[config.mk]
export PLATFORM = sky130hd
export DESIGN_NAME = uart_tx
export DESIGN_NICKNAME = d
export VERILOG_FILES = /design/src/rtl/uart_tx_pkg.sv /design/src/rtl/uart_tx_fifo.sv /design/src/rtl/uart_tx.sv
export SDC_FILE = /design/constraint.sdc
export NUM_CORES = 1
export LEC_CHECK = 0
export CORE_ASPECT_RATIO = 0.9
export CORE_MARGIN = 2
export CORE_UTILIZATION = 62
export CTS_CLUSTER_DIAMETER = 120
export CTS_CLUSTER_SIZE = 16
export DETAILED_ROUTE_END_ITERATION = 8
export DONT_BUFFER_PORTS = 1
export PLACE_DENSITY_LB_ADDON = 0.3
export REMOVE_ABC_BUFFERS = 1
export SLEW_MARGIN = 20
export SYNTH_ARGS = -nofsm -noshare
export SYNTH_HDL_FRONTEND = slang
export SYNTH_SLANG_ARGS = --single-unit
[constraint.sdc]
create_clock -name clk -period 2.3 [get_ports clk]
set_clock_uncertainty 0.05 [all_clocks]
set_input_delay 0 -clock clk [delete_from_list [all_inputs] [get_ports clk]]
set_output_delay 0 -clock clk [all_outputs]
set_load 0.01 [all_outputs]
[src/rtl/uart_tx_pkg.sv]
// Shared constants and FSM state encoding for the uart_tx block.
// The PARITY state exists only when UART_TX_PARITY_EN is defined.
package uart_tx_pkg;

    localparam int unsigned DATA_BITS            = 8;
    localparam logic        IDLE_LEVEL           = 1'b1;
    localparam int unsigned DEFAULT_CLKS_PER_BIT = 434;
    localparam int unsigned CNT_W                = 16;
    localparam int unsigned BIT_CNT_W            = 3;

    typedef enum logic [2:0] {
        ST_IDLE   = 3'd0,
        ST_START  = 3'd1,
        ST_DATA   = 3'd2,
`ifdef UART_TX_PARITY_EN
        ST_PARITY = 3'd3,
`endif
        ST_STOP   = 3'd4
    } state_e;

endpackage

[src/rtl/uart_tx_fifo.sv]
// Byte FIFO ahead of the shifter. Pointers carry one extra wrap bit.
module uart_tx_fifo
    import uart_tx_pkg::*;
#(
    parameter int unsigned DEPTH = 4
) (
    input  logic                 clk,
    input  logic                 rst,
    input  logic                 push,
    input  logic [DATA_BITS-1:0] din,
    input  logic                 pop,
    output logic [DATA_BITS-1:0] dout,
    output logic                 full,
    output logic                 empty
);

    localparam int unsigned AW = $clog2(DEPTH);
    localparam int unsigned PW = AW + 1;

    logic [DATA_BITS-1:0] mem_q [DEPTH];
    logic [PW-1:0]        wr_ptr_q, wr_ptr_d;
    logic [PW-1:0]        rd_ptr_q, rd_ptr_d;
    logic                 do_push;
    logic                 do_pop;

    assign full    = (wr_ptr_q[AW] != rd_ptr_q[AW]) &&
                     (wr_ptr_q[AW-1:0] == rd_ptr_q[AW-1:0]);
    assign empty   = (wr_ptr_q == rd_ptr_q);
    assign do_push = push && !full;
    assign do_pop  = pop && !empty;
    assign dout    = mem_q[rd_ptr_q[AW-1:0]];

    always_comb begin
        wr_ptr_d = wr_ptr_q;
        rd_ptr_d = rd_ptr_q;
        if (do_push) wr_ptr_d = wr_ptr_q + PW'(1);
        if (do_pop)  rd_ptr_d = rd_ptr_q + PW'(1);
    end

    always_ff @(posedge clk) begin
        if (rst) begin
            wr_ptr_q <= '0;
            rd_ptr_q <= '0;
        end else begin
            wr_ptr_q <= wr_ptr_d;
            rd_ptr_q <= rd_ptr_d;
        end
    end

    // Storage needs no reset: the empty pointers mask stale contents.
    always_ff @(posedge clk) begin
        if (do_push) mem_q[wr_ptr_q[AW-1:0]] <= din;
    end

endmodule

[src/rtl/uart_tx.sv]
// Buffered UART transmitter, 8N1 by default; define UART_TX_PARITY_EN
// for 8E1 frames with an even-parity bit between data and stop.
module uart_tx
    import uart_tx_pkg::*;
#(
    parameter int unsigned CLKS_PER_BIT = DEFAULT_CLKS_PER_BIT,
    parameter int unsigned FIFO_DEPTH   = 4
) (
    input  logic                 clk,
    input  logic                 rst,
    input  logic [DATA_BITS-1:0] in_data,
    input  logic                 in_valid,
    output logic                 in_ready,
    output logic                 tx,
    output logic                 busy
);

    state_e                 state_q, state_d;
    logic [CNT_W-1:0]       cnt_q, cnt_d;
    logic [BIT_CNT_W-1:0]   bit_q, bit_d;
    logic [DATA_BITS-1:0]   shift_q, shift_d;
    logic                   tx_q, tx_d;
`ifdef UART_TX_PARITY_EN
    logic                   par_q, par_d;
`endif
    logic                   bit_end;
    logic                   push_c;
    logic                   pop_c;
    logic [DATA_BITS-1:0]   fifo_dout;
    logic                   fifo_full;
    logic                   fifo_empty;

    assign in_ready = !rst && !fifo_full;
    assign push_c   = in_valid && in_ready;
    assign tx       = tx_q;
    assign busy     = (state_q != ST_IDLE) || !fifo_empty;
    assign bit_end  = (cnt_q == CNT_W'(CLKS_PER_BIT - 1));

    uart_tx_fifo #(
        .DEPTH (FIFO_DEPTH)
    ) u_fifo (
        .clk   (clk),
        .rst   (rst),
        .push  (push_c),
        .din   (in_data),
        .pop   (pop_c),
        .dout  (fifo_dout),
        .full  (fifo_full),
        .empty (fifo_empty)
    );

    // Next state; tx_d mirrors the current state so the line lags it by one edge.
    always_comb begin
        state_d = state_q;
        cnt_d   = cnt_q;
        bit_d   = bit_q;
        shift_d = shift_q;
        tx_d    = IDLE_LEVEL;
        pop_c   = 1'b0;
`ifdef UART_TX_PARITY_EN
        par_d   = par_q;
`endif
        if (state_q != ST_IDLE) cnt_d = bit_end ? '0 : cnt_q + CNT_W'(1);

        case (state_q)
            ST_IDLE: begin
                tx_d = IDLE_LEVEL;
                if (!fifo_empty) begin
                    pop_c   = 1'b1;
                    shift_d = fifo_dout;
                    cnt_d   = '0;
                    bit_d   = '0;
                    state_d = ST_START;
`ifdef UART_TX_PARITY_EN
                    par_d   = ^fifo_dout;
`endif
                end
            end
            ST_START: begin
                tx_d = ~IDLE_LEVEL;
                if (bit_end) state_d = ST_DATA;
            end
            ST_DATA: begin
                tx_d = shift_q[0];
                if (bit_end) begin
                    shift_d = shift_q >> 1;
                    bit_d   = bit_q + BIT_CNT_W'(1);
                    if (bit_q == BIT_CNT_W'(DATA_BITS - 1)) begin
`ifdef UART_TX_PARITY_EN
                        state_d = ST_PARITY;
`else
                        state_d = ST_STOP;
`endif
                    end
                end
            end
`ifdef UART_TX_PARITY_EN
            ST_PARITY: begin
                tx_d = par_q;
                if (bit_end) state_d = ST_STOP;
            end
`endif
            ST_STOP: begin
                tx_d = IDLE_LEVEL;
                if (bit_end) state_d = ST_IDLE;
            end
            default: begin
                state_d = ST_IDLE;
            end
        endcase
    end

    always_ff @(posedge clk) begin
        if (rst) begin
            state_q <= ST_IDLE;
            cnt_q   <= '0;
            bit_q   <= '0;
            shift_q <= '0;
            tx_q    <= IDLE_LEVEL;
`ifdef UART_TX_PARITY_EN
            par_q   <= 1'b0;
`endif
        end else begin
            state_q <= state_d;
            cnt_q   <= cnt_d;
            bit_q   <= bit_d;
            shift_q <= shift_d;
            tx_q    <= tx_d;
`ifdef UART_TX_PARITY_EN
            par_q   <= par_d;
`endif
        end
    end

endmodule

==> results.toml <==
[worst_hold_path]
whs_path_depth = 1
hp-start = "rst"
hold_class = "input port to primary output"
min_to = "in_ready"

[setup_path]
crit_arrival_ns = 2.32
slowest_delay_ns = 0.40
r2r_cells = 7
worstReg2RegEnd = "cnt_q[7]"
cp_slowest_cell = "dfxtp_1"
ff2ff_setup_slack_ns = 0.19
cp-start-kind = "flop"
required_ns = 2.51
worst_r2r_startpoint = "cnt_q[1]"
critPathCaptureType = "flop"
crit_type = "flop to flop"
crit_chain = "inv_1 > ha_1 > nor3b_1 > and4_2 > nor2_4 > o21ai_0 > a311oi_1"
critical_path.top_delay_family = "simple AND/OR/NAND/NOR gates"
path_buf_inv = 1
worstPathMaxFanout = 22

[grt]
grt_pass1_wl_um = 10200
grtUsageMet3_pct = 8.33
grt-busiest-layer = "met2"
grt_util_met1_pct = 33.1
overflow = 0
grt_antenna_before_repair = 0
grt_pass1_vias = 2099
track_usage_pct = 23.8
grt_start_max_net_pins = 41
grt_use_met2_pct = 34.9

[routing]
vias = 2183
drt_iter0_markers = 179
first_pass_iters = 4
viasPerCell = 6.15
postRouteAntennaNets = 0
drc_errors = 0
finalWirelength_um = 6170
drt-wirelength-per-cell_um = 17.4

[logic_synthesis]
yosys-top-cells-area = "edfxtp_1 (30%), dfxtp_1 (24%), mux4_2 (5.6%)"
yosys.area.top_type = "edfxtp_1"
netlist.area_leader.share_pct = 30.0
synth_flop_cell = "dfxtp_1"
ys_ff_latch = 71
synth_edf_count = 32
synth_mux_area_share_pct = 5.94
yosysSeqAreaShare_pct = 54.4
synth_compound_area_share_pct = 13.5
synth_top_family_by_area = "simple AND/OR/NAND/NOR gates"
synthSimpleGateAreaFrac_pct = 16.0
synth.distinct_cells = 48
syn_area_mm2 = 0.00320
synthArstFlopShare_pct = 0
yosysWarnings = 0
synth_fa_ha_area_share_pct = 3.51
syn_inst = 273
synth-xor-area-share_pct = 2.73
syn_area_per_cell_um2 = 11.7

[placement]
postPlaceCellArea_mm2 = 0.00323
place_worst_setup_slack_ns = 0.212
gp_congestion = 0.822
place_hpwl_um = 3880
port_buffers = 0

[finish]
drive_gt1_share_pct = 16.2
antennaDiodeCount = 0
final_cell_area_mm2 = 0.00352
fin_nets = 305
areaGrowthSynthToFinish_pct = 9.96
fin_util_pct = 71.5

[die]
num_io_pins = 14
rows = 24
die_area_mm2 = 0.00576
die_w_um = 79.8
core_region_area_mm2 = 0.00492
die_h_um = 72.2
start_util_pct = 65.1

[clock_network]
clockBufferDepth = 2
root_buffer = "clkbuf_8"
cts.clk_slew.worst_paths_ns = 0.07
cts_tree = "yes"
post_cts_buffers = 0
h-tree-depth = 3
clkLatencyLatePin_ns = 0.35
cts_buffers = 9
clkSinkCount = 71

[sta]
period_needed_ns = 2.11
setup_ws_ns = 0.190
finalSetupViolCount = 0
fmax_mhz = 474
worst_slew_margin_rel_pct = 62.9
tns_ns = 0
finalCritPeriodShare_pct = 91.7
tightest_slew_ns = 0.556
final_hold_viol_count = 0
maxSlewViolCount = 0

[run_status]
outcome = "complete, no violations"

[flow_run]
max_cap_violations = 0

[power]
vdd_drop_max_uv = 589
powerDensity_mw_per_mm2 = 1030
leakage_nw = 1.16
## layer usage
metal | up-vias | wire, µm
li1 | 1055 | -
met1 | 1055 | 2800
met2 | 63 | 2930
met3 | 10 | 334
met4 | 0 | 97
met5 | - | 0
## kinds of logic (layout without fill, tap and decap cells)
logic type / Yosys count / in the layout
AO/OA/AOI/OAI: 53 / 53
XOR/XNOR: 10 / 10
adder cells (fa/ha/maj): 9 / 9
buffers and inverters: 22 / 39
flip-flops: 71 / 71
multiplexers: 9 / 9
AND/OR/NAND/NOR: 99 / 99
## report_power, final
group	total, mW	switching [mW]	leakage [nW]	internal [mW]
Clock	0.878	0.484	0.0789	0.394
Combinational	1.17	0.688	0.477	0.486
Sequential	1.59	0.145	0.608	1.44
Total	3.64	1.32	1.16	2.32
## cell usage after synthesis (2+ instances only)
cell,n
a21oi_1,13
a22oi_1,2
a311oi_1,14
a311oi_2,4
a31oi_1,2
a41oi_1,3
and2_1,5
and3_1,2
buf_2,5
buf_6,2
clkbuf_1,7
dfxtp_1,39
edfxtp_1,32
ha_1,9
inv_1,6
mux4_2,8
nand2_1,28
nand3_1,6
nand4_1,6
nor2_1,25
nor2_2,3
nor3_1,10
nor3b_1,3
nor4_2,2
o21ai_0,4
o311a_1,2
or3_1,2
xnor2_1,7
xor2_1,3
## per-stage QoR
step / power [mW] / std cells / hold slack, ns
after detailed placement: 2.74 / 328 / 0.00591
after global routing: 3.84 / 355 / 0.0151
after global placement: 2.69 / 328 / 0.00962
after floorplan: 2.43 / 257 / -0.00591
after CTS: 3.63 / 355 / 0.00403
final: 3.64 / 355 / 0.00697
## cells in the final DEF (no fill, tap or decap), types with 7 or more instances in the layout
master,count
nand2_1,28
dfxtp_1,39
mux4_2,8
dlygate4sd3_1,10
nor2_1,25
edfxtp_1,32
ha_1,9
a311oi_1,14
xnor2_1,7
a21oi_1,13
nor3_1,10
clkbuf_8,9
## flip-flops by register name, summed over array words and instances, names as in the netlist, named ones only
signal,count
state_q,3
tx,1
cnt_q,16
bit_q,3
u_fifo.wr_ptr_q,3
u_fifo.mem_q,32
shift_q,8
u_fifo.rd_ptr_q,3
## cell type report
class | instances | area [µm²]
repair buffers | 17 | 165
well taps | 65 | 81.3
clock inverters | 6 | 45.0
inverters | 6 | 22.5
multi-input cells | 180 | 1340
clock buffers | 10 | 128
fillers | 360 | 1400
flip-flops and latches | 71 | 1740
## how the worst max path moves through the flow
stage | end | startpoint | depth (start not counted)
2_1_floorplan | state_q[2] | u_fifo.wr_ptr_q[0] | 5
3_3_place_gp | cnt_q[5] | cnt_q[1] | 7
3_5_place_dp | cnt_q[13] | cnt_q[1] | 7
4_1_cts | cnt_q[13] | cnt_q[1] | 7
5_1_grt | shift_q[1] | cnt_q[0] | 6
6_report | cnt_q[7] | cnt_q[1] | 7
## what timing repair did
item | in CTS | in global routing
gates resized for setup | 0 | 1
endpoints found under the setup margin | 0 | 7
endpoints found under the hold margin | 71 | 0
hold buffers | 11 | 0
(Power assumes the default switching activity.)
